File: config.mk
export PLATFORM = sky130hd
export DESIGN_NAME = huff_bit_packer
export DESIGN_NICKNAME = d
export VERILOG_FILES = /design/src/rtl/huff_bit_packer.sv
export SDC_FILE = /design/constraint.sdc
export NUM_CORES = 1
export LEC_CHECK = 0
export CELL_PAD_IN_SITES_DETAIL_PLACEMENT = 1
export CELL_PAD_IN_SITES_GLOBAL_PLACEMENT = 2
export CORE_MARGIN = 1.5
export CORE_UTILIZATION = 34
export DETAILED_ROUTE_END_ITERATION = 10
export PLACE_DENSITY_LB_ADDON = 0.12
export SYNTH_ARGS = -nofsm -noshare
export SYNTH_HDL_FRONTEND = slang
export SYNTH_SLANG_ARGS = --single-unit
export TNS_END_PERCENT = 30
File: constraint.sdc
create_clock -name clk -period 5.5 [get_ports clk]
set_input_delay 0.55 -clock clk [delete_from_list [all_inputs] [get_ports clk]]
set_output_delay 0.55 -clock clk [all_outputs]
set_load 0.02 [all_outputs]
File: src/rtl/huff_bit_packer.sv
// rtl/huff_bit_packer.sv - packs Huffman codes of a raw character stream into fixed-width words
module huff_bit_packer #(
    parameter int MAX_CHAR_COUNT = 3,
    parameter int CODE_W         = 3,
    parameter int OUT_W          = 8
) (
    input  logic                             clk,
    input  logic                             reset,
    input  logic                             tbl_load,
    input  logic [MAX_CHAR_COUNT*8-1:0]      tbl_char,
    input  logic [MAX_CHAR_COUNT*CODE_W-1:0] tbl_code,
    input  logic [MAX_CHAR_COUNT*CODE_W-1:0] tbl_mask,
    input  logic                             sym_valid,
    output logic                             sym_ready,
    input  logic [7:0]                       sym_char,
    input  logic                             sym_last,
    output logic                             out_valid,
    input  logic                             out_ready,
    output logic [OUT_W-1:0]                 out_data,
    output logic [$clog2(OUT_W+1)-1:0]       out_nbits,
    output logic                             out_last,
    output logic                             miss_err
);
    // Accumulator must hold a full word minus one bit plus the longest code.
    localparam int ACC_W  = OUT_W + CODE_W - 1;
    localparam int FILL_W = $clog2(ACC_W + 1);
    localparam int LEN_W  = $clog2(CODE_W + 1);
    localparam int NB_W   = $clog2(OUT_W + 1);
    localparam logic [FILL_W-1:0] OUT_W_F  = FILL_W'(OUT_W);
    localparam logic [FILL_W-1:0] ACC_W_F  = FILL_W'(ACC_W);
    localparam logic [NB_W-1:0]   OUT_W_NB = NB_W'(OUT_W);

    typedef enum logic [1:0] {
        IDLE  = 2'd0,
        RUN   = 2'd1,
        FLUSH = 2'd2
    } state_t;

    state_t                           state_q, state_d;
    logic [MAX_CHAR_COUNT*8-1:0]      tbl_char_q;
    logic [MAX_CHAR_COUNT*CODE_W-1:0] tbl_code_q;
    logic [MAX_CHAR_COUNT*CODE_W-1:0] tbl_mask_q;
    logic [ACC_W-1:0]                 acc_q, acc_d, acc_app;
    logic [FILL_W-1:0]                fill_q, fill_d, fill_app;
    logic                             out_valid_q, ov_d;
    logic [OUT_W-1:0]                 out_data_q, od_d;
    logic [NB_W-1:0]                  out_nbits_q, onb_d;
    logic                             out_last_q, ol_d;
    logic                             miss_q, miss_d;

    logic                             hit;
    logic [CODE_W-1:0]                hit_code, hit_mask;
    logic [LEN_W-1:0]                 hit_len;
    logic [FILL_W-1:0]                len_ext, shamt;
    logic [ACC_W-1:0]                 code_ext;
    logic                             accept, slot_free, flushing;

    assign sym_ready = (state_q == RUN) && (fill_q < OUT_W_F);
    assign out_valid = out_valid_q;
    assign out_data  = out_data_q;
    assign out_nbits = out_nbits_q;
    assign out_last  = out_last_q;
    assign miss_err  = miss_q;

    assign accept    = sym_valid && sym_ready;
    assign slot_free = !out_valid_q || out_ready;
    assign flushing  = (state_q == FLUSH) || (accept && sym_last);

    // Table lookup: scan from the top so the lowest matching index wins; length is popcount of mask.
    always_comb begin
        hit      = 1'b0;
        hit_code = '0;
        hit_mask = '0;
        hit_len  = '0;
        for (int i = MAX_CHAR_COUNT - 1; i >= 0; i--) begin
            if (tbl_char_q[i*8 +: 8] == sym_char) begin
                hit      = 1'b1;
                hit_code = tbl_code_q[i*CODE_W +: CODE_W];
                hit_mask = tbl_mask_q[i*CODE_W +: CODE_W];
            end
        end
        for (int j = 0; j < CODE_W; j++) begin
            hit_len = hit_len + LEN_W'(hit_mask[j]);
        end
    end

    // Append the matched code directly below the current fill point (acc is MSB-aligned).
    always_comb begin
        len_ext  = FILL_W'(hit_len);
        shamt    = ACC_W_F - fill_q - len_ext;
        code_ext = ACC_W'(hit_code & hit_mask);
        acc_app  = acc_q;
        fill_app = fill_q;
        if (accept && hit) begin
            acc_app  = acc_q | (code_ext << shamt);
            fill_app = fill_q + len_ext;
        end
    end

    // Next state and datapath: word issue works on post-append values for single-cycle latency.
    always_comb begin
        state_d = state_q;
        acc_d   = acc_app;
        fill_d  = fill_app;
        ov_d    = out_valid_q && !out_ready;
        ol_d    = out_last_q && ov_d;
        od_d    = out_data_q;
        onb_d   = out_nbits_q;
        miss_d  = miss_q || (accept && !hit);
        case (state_q)
            RUN: begin
                if (accept && sym_last) begin
                    state_d = FLUSH;
                end
                if ((fill_app >= OUT_W_F) && slot_free) begin
                    ov_d   = 1'b1;
                    od_d   = acc_app[ACC_W-1 -: OUT_W];
                    onb_d  = OUT_W_NB;
                    ol_d   = flushing && (fill_app == OUT_W_F);
                    acc_d  = acc_app << OUT_W;
                    fill_d = fill_app - OUT_W_F;
                end
            end
            FLUSH: begin
                if (out_valid_q && out_last_q) begin
                    // Final word outstanding: wait for it to drain, then go back to accepting.
                    if (out_ready) begin
                        state_d = RUN;
                        acc_d   = '0;
                        fill_d  = '0;
                    end
                end else if (slot_free) begin
                    if (fill_app >= OUT_W_F) begin
                        ov_d   = 1'b1;
                        od_d   = acc_app[ACC_W-1 -: OUT_W];
                        onb_d  = OUT_W_NB;
                        ol_d   = (fill_app == OUT_W_F);
                        acc_d  = acc_app << OUT_W;
                        fill_d = fill_app - OUT_W_F;
                    end else begin
                        // Partial (possibly empty) tail word; unused low bits are already zero.
                        ov_d   = 1'b1;
                        od_d   = acc_app[ACC_W-1 -: OUT_W];
                        onb_d  = NB_W'(fill_app);
                        ol_d   = 1'b1;
                        acc_d  = '0;
                        fill_d = '0;
                    end
                end
            end
            default: ;
        endcase
        // A table load is a soft restart and overrides everything else this cycle.
        if (tbl_load) begin
            state_d = RUN;
            acc_d   = '0;
            fill_d  = '0;
            ov_d    = 1'b0;
            ol_d    = 1'b0;
            od_d    = '0;
            onb_d   = '0;
            miss_d  = 1'b0;
        end
    end

    // State register.
    always_ff @(posedge clk or posedge reset) begin
        if (reset) begin
            state_q <= IDLE;
        end else begin
            state_q <= state_d;
        end
    end

    // Table capture, accumulator and output word registers.
    always_ff @(posedge clk or posedge reset) begin
        if (reset) begin
            tbl_char_q  <= '0;
            tbl_code_q  <= '0;
            tbl_mask_q  <= '0;
            acc_q       <= '0;
            fill_q      <= '0;
            out_valid_q <= 1'b0;
            out_data_q  <= '0;
            out_nbits_q <= '0;
            out_last_q  <= 1'b0;
            miss_q      <= 1'b0;
        end else begin
            if (tbl_load) begin
                tbl_char_q <= tbl_char;
                tbl_code_q <= tbl_code;
                tbl_mask_q <= tbl_mask;
            end
            acc_q       <= acc_d;
            fill_q      <= fill_d;
            out_valid_q <= ov_d;
            out_data_q  <= od_d;
            out_nbits_q <= onb_d;
            out_last_q  <= ol_d;
            miss_q      <= miss_d;
        end
    end

endmodule

-- Yosys cells after proc, flatten, opt, wreduce, memory -nomap -nowiden
Index checks and enable logic that the tools add are counted.
- register bits after elaboration: 73
- latch bits: 0
- bits in writable memories: 0
- memory bits (read-only): 0
- input bits: 56
- output and inout bits: 16
- logic and storage cells: 106
- memories: 0
- add/sub/neg operators: 6
- $mul: 0
- div/mod/pow operators: 0
- magnitude comparators: 2
- eq/ne operators: 12
- shift operators: 1
- multiplexer cells: 53
- bitwise gates (word level): 2
- reductions and logical operators: 19
- operator list (kind ; count):
    two-way mux 10 bit ; 7
    two-way mux 4 bit ; 12
    two-way mux 8 bit ; 4
    equality test 8 bit ; 3
    case mux 10 bit (2 select lines) ; 1
    two-way mux 3 bit ; 6
    case mux 4 bit (2 select lines) ; 2
    case mux 8 bit (2 select lines) ; 1
    two-way mux 1 bit ; 13
    logical AND 1 bit ; 10
    OR 10 bit ; 1
    left shift 3 x 4 -> 10 bit ; 1
    inequality test 3 x 2 -> 1 bit, second input constant ; 3
    inequality test 3 bit, second input constant ; 3
    two-way mux 2 bit ; 4
    AND reduction 4 bit ; 2
    adder 4 x 2 -> 4 bit ; 1
    equality test 4 bit, second input constant ; 1
    greater-or-equal comparator 4 bit, second input constant ; 1
    < comparator 4 bit, second input constant ; 1
    case mux 1 bit (2 select lines) ; 2
    case mux 2 bit (2 select lines) ; 1
    subtractor 4 x 2 -> 4 bit ; 1
    subtractor 4 bit, first input constant ; 1
    9 further kinds ; 13

-- Logic depth before layout (Yosys ltp)
- depth after elaboration: 15
- gate-level depth with buffers: 17
- mapped depth without buffers: 15

-- Worst setup path before layout
OpenSTA, ideal clock, no wires.
- path kind: input to register
- from: input port sym_char[7]
- to: register out_data_q[1], in the netlist out_data[1]
- setup time: 121 ps
- arrival: 3962 ps
- required time: 5379 ps
- setup slack: 1417 ps
- stages on the path: 14
- buffers on the path: 0
- cell sequence: xor2_1 nor4_4 a211oi_2 a221o_1 o21a_1 fa_1 inv_1 ha_1 ha_1 fa_1 xnor2_1 and4b_1 a221o_1 a22o_1
- longest elaborated chain between the ends: 14
- elaborated cells between the ends (all ways): 31
- those cells by class: add/sub (4); order compare (1); eq/ne (4); shift (1); mux (16); bitwise (2); reduce/logical (3)
- RTL lines (element ; RTL line ; RTL):
    from (decl) ; 15 ; input logic [7:0] sym_char,
    equality test 8 bit ; 76 ; if (tbl_char_q[i*8 +: 8] == sym_char) begin
    two-way mux 3 bit (3 in a row) ; 76 ;
    adder 1 x 1 -> 2 bit ; 83 ; hit_len = hit_len + LEN_W'(hit_mask[j]);
    adder 2 x 1 -> 2 bit ; 83 ;
    subtractor 4 x 2 -> 4 bit ; 90 ; shamt = ACC_W_F - fill_q - len_ext;
    left shift 3 x 4 -> 10 bit ; 95 ; acc_app = acc_q | (code_ext << shamt);
    OR 10 bit ; 95 ;
    two-way mux 10 bit ; 94 ; if (accept && hit) begin
    two-way mux 8 bit ; 132 ; end else if (slot_free) begin
    two-way mux 8 bit ; 125 ; if (out_valid_q && out_last_q) begin
    case mux 8 bit (2 select lines) ; 110 ; case (state_q)
    two-way mux 8 bit ; 154 ; if (tbl_load) begin
    to (signal assigned) ; 184 ; out_data_q <= '0;
    to (signal assigned) ; 197 ; out_data_q <= od_d;
    to (decl) ; 46 ; logic [OUT_W-1:0] out_data_q, od_d;
Parallel ways exist; a longest one is shown, timed or not. The select of a mux whose other input is x is not followed.
A chain may end at the register's enable or synchronous reset.

-- Final worst setup path
- from: input port sym_char[6]
- to: register out_data_q[2], in the netlist out_data[2]
The elaborated chain is that of the path after synthesis.

==> metrics.md <==
| Metric | Value |
|---|---|
| TritonCTS buffer count | 9 |
| Transition time at the pin with the least slew margin | 1.06 ns |
| Max_slew headroom | 29.5% |
| Count of input and output buffers | 71 |
| Mean instance size in the synthesized netlist | 11.2 um2 |
| Predominant post-synthesis flop cell | sky130_fd_sc_hd__dfrtp_1 |
| Die H | 108 um |
| Placed Instances | ~540 |
| Area fraction of the dominant cell type after synthesis | between 40 and 50% |
| Via count normalized by instance count | ~5 |
| Synth cell types | 53 |
| Maximum number of pins on one net before global-route repair | 58 |
| Area growth syn-to-layout | 27.6% |
| Class of the worst hold path | reg -> reg |
| Number of nets in the finished design | 472 |
| Worst VDD drop | about 160 uV |
| CTS sink cnt | 73 |
| Number of setup buffers added after CTS | 0 |
| Combined buffer and inverter count along the critical path | 2 |
| Yosys warns | 0 |
| Power Density | roughly 250 nW/um2 |
| Clock buffer depth | 2 |
| Count of final setup violators | 0 |
| Vias after detailed routing | 2744 |
| Fin Hold WS | 0.478 ns |
| Cell-by-cell listing of the critical path | clkdlybuf4s50_1 > xor2_2 > nor4_4 > a211oi_2 > a221o_1 > o21a_1 > fa_1 > inv_1 > ha_1 > ha_1 > fa_1 > xnor2_1 > nand2_1 > nor3b_1 > a221oi_1 > o21ai_0 |
| Global route overflow | 0 |
| Total Neg Setup Slack | 0 ns |
| Count of flip-flops with a built-in enable after synthesis | 0 |
| Overall Global Routing Usage | 17.4% |
| Critical path required time | around 5.8 ns |
| DRC violations left | 0 |
| Max-cap check violation count | 0 |
| Cell family with most CP delay | adder cells |
| DRC marker count from the first detailed-route iteration | 57 |
| Top Ports | 72 |
| Net Count, Synth | 398 |
| Average wire per standard cell | between 15 and 20 um |
| Worst Path Arrival | 4.80 ns |
| Total leakage power | 0.00193 uW |
| Count of mapped cells out of synthesis | about 330 |
| Num rows | 38 |
| Initial antenna violation count | 0 |
| Max incr delay on CP | 0.51 ns |
| Critical-path maximum fanout | 5 |
| Core box area | 10700 um2 |
| Initial Utilization | 34.7% |
| Status | finished, final reports clean |
| Placed wire-length estimate | 6.70 mm |
| Fmax | 221 MHz |
| Number of max-slew violations in the final report | 0 |
| Critical-path top delay cell | sky130_fd_sc_hd__clkdlybuf4s50_1 |
| Final hold violation count | 0 |
| Worst-case register-to-register setup slack | around 1.3 ns |
| CTS tree | yes |
| Cell types with the largest area share after synthesis | sky130_fd_sc_hd__dfrtp_1 49%, sky130_fd_sc_hd__mux2_2 12%, sky130_fd_sc_hd__xnor2_1 4.2% |
| Drt pass-1 iters | 4 |
| Wire length of the first global-routing pass | 15.3 mm |
| Clock latency at the later pin of the worst-skew pair | 0.36 ns |
| Nature of the critical path startpoint | input port |
| Die boundary width | 108 um |
| Remaining antenna violation count after routing | 0 |
| Total of hold buffers inserted after clock tree synthesis | 0 |
| Fraction of layout instances using a drive strength above 1 | between 10% and 20% |
| Min Clock Period, post-route | 4.53 ns |
| Total standard cell area after synthesis | 3730 um2 |
| Setup clock skew after layout | ~0.007 ns |
| Setup repair after global routing missed its margin | no |
| Clock slew at the register clock pins of the worst setup and hold paths | around 0.070 ns |
| Via count of the first global-routing pass | 3067 |
| Gates resized, CTS repair | 0 |
| CTS root buf | sky130_fd_sc_hd__clkbuf_8 |
| Post-synthesis sequential element count | 73 |
| Level count of the clock H-tree | 3 |
| Portion of the post-synthesis area used by sequential elements | 49.0% |
| Top cell type by total area after synthesis | sky130_fd_sc_hd__dfrtp_1 |
| Number of diodes | 0 |
| Detailed-route wire length | 8.83 mm |
| Area enclosed by the die boundary | 11600 um2 |
| Kind of capture point of the worst setup path | flip-flop |
| Global placer's final weighted congestion | 0.738 |
| Final period utilization | 82.4% |
| Non-filler cells in the finished layout | 551 |
| Proportion of synthesized flip-flops having asynchronous set or reset | 100% |
| Category of the critical setup timing path | in -> reg |
| Fillers | 1211 |
Yosys cell counts, types with 5 or more instances:
cell type / number
sky130_fd_sc_hd__dfrtp_1: 73
sky130_fd_sc_hd__mux2_2: 39
sky130_fd_sc_hd__nor2_1: 30
sky130_fd_sc_hd__nand2_1: 26
sky130_fd_sc_hd__xnor2_1: 18
sky130_fd_sc_hd__a21oi_1: 15
sky130_fd_sc_hd__o21ai_0: 15
sky130_fd_sc_hd__inv_1: 14
sky130_fd_sc_hd__clkbuf_1: 8
sky130_fd_sc_hd__a221oi_1: 7
sky130_fd_sc_hd__ha_1: 7
sky130_fd_sc_hd__xor2_1: 6
sky130_fd_sc_hd__a221o_1: 5
sky130_fd_sc_hd__nand3_1: 5
sky130_fd_sc_hd__nand4_1: 5
state kept, by name, summed over array words and instances (netlist names):
name,flops
tbl_char_q,24
acc_q,10
tbl_code_q,9
tbl_mask_q,9
out_data,8
fill_q,4
out_nbits,4
state_q,2
miss_err,1
out_last,1
out_valid,1
layout make-up:
cell class	count	area [um2]	area share [%]
well taps	140	175	3.68
multi-input cells	233	1800	37.7
clock inverters	3	15.0	0.315
inverters	14	52.6	1.10
clock buffers	13	159	3.34
repair buffers	75	736	15.5
flip-flops and latches	73	1830	38.4
metal layers:
layer  share of wire (%)  track usage [%]
met1                  44             20.8
met3                 4.5             5.69
met2                  50             30.2
met5                   0                0
met4                0.97             4.51
logic make-up after synthesis:
| family | synth area share, % |
|---|---|
| and+or+nand+nor | 11.9 |
| DFF | 49.0 |
| AOI/OAI and AO/OA | 14.0 |
| muxes | 11.8 |
| xor gates and xnor gates | 6.51 |
| buffers and inverters | 2.88 |
| adders and majority gates | 3.96 |
power breakdown:
part | internal [uW] | switching, uW
Combinational | 109 | 103
Clock | 187 | 196
Sequential | 572 | 24.6
Total | 867 | 324
placed cells by master (no fill, tap or decap), drive strengths merged, types with 3 or more instances in the layout:
| master | n |
|---|---|
| fa | 3 |
| nand4 | 5 |
| a21o | 3 |
| dfrtp | 73 |
| nor2 | 30 |
| a21boi | 3 |
| a221o | 5 |
| a31oi | 3 |
| o21ai | 15 |
| clkinv | 3 |
| xnor2 | 18 |
| nand3 | 5 |
| buf | 5 |
| clkbuf | 13 |
| o22ai | 3 |
| nor2b | 3 |
| a221oi | 7 |
| mux2 | 39 |
| nor3 | 3 |
| a21oi | 15 |
| nand2 | 26 |
| ha | 7 |
| inv | 14 |
| clkdlybuf4s50 | 70 |
| xor2 | 8 |
worst register-to-register path, delay by kind of cell (launching register included):
kind	cells	cell delay (ns)
adders and majority gates	4	1.33
and+or+nand+nor	3	0.78
xor gates and xnor gates	2	0.54
DFF	1	0.41
buffers and inverters	1	0.08
AOI/OAI and AO/OA	5	1.00
final timing paths:
path	start	endpoint	cells past startpoint
worst max-delay path	sym_char[6]	out_data[2]	16
worst min-delay path	out_data[7]	out_data[7]	2
worst max register to register	tbl_char_q[14]	out_data[2]	15
worst min register to register	out_data[7]	out_data[7]	2
max in group asynchronous	reset	tbl_char_q[6]	3
min in group asynchronous	reset	tbl_char_q[4]	2
stage by stage:
| stage | total power, uW | utilization (%) | setup slack, ns | cell area (um2) |
|---|---|---|---|---|
| after floorplan | 733 | - | 1.42 | 3730 |
| after global placement | 820 | 42.7 | 0.675 | 4590 |
| after detailed placement | 825 | 42.7 | 0.567 | 4590 |
| after CTS | 1220 | 44.3 | 0.949 | 4760 |
| after global routing | 1260 | 44.3 | 0.611 | 4760 |
| final | 1190 | 44.3 | 0.967 | 4760 |
(Power assumes the default switching activity.)
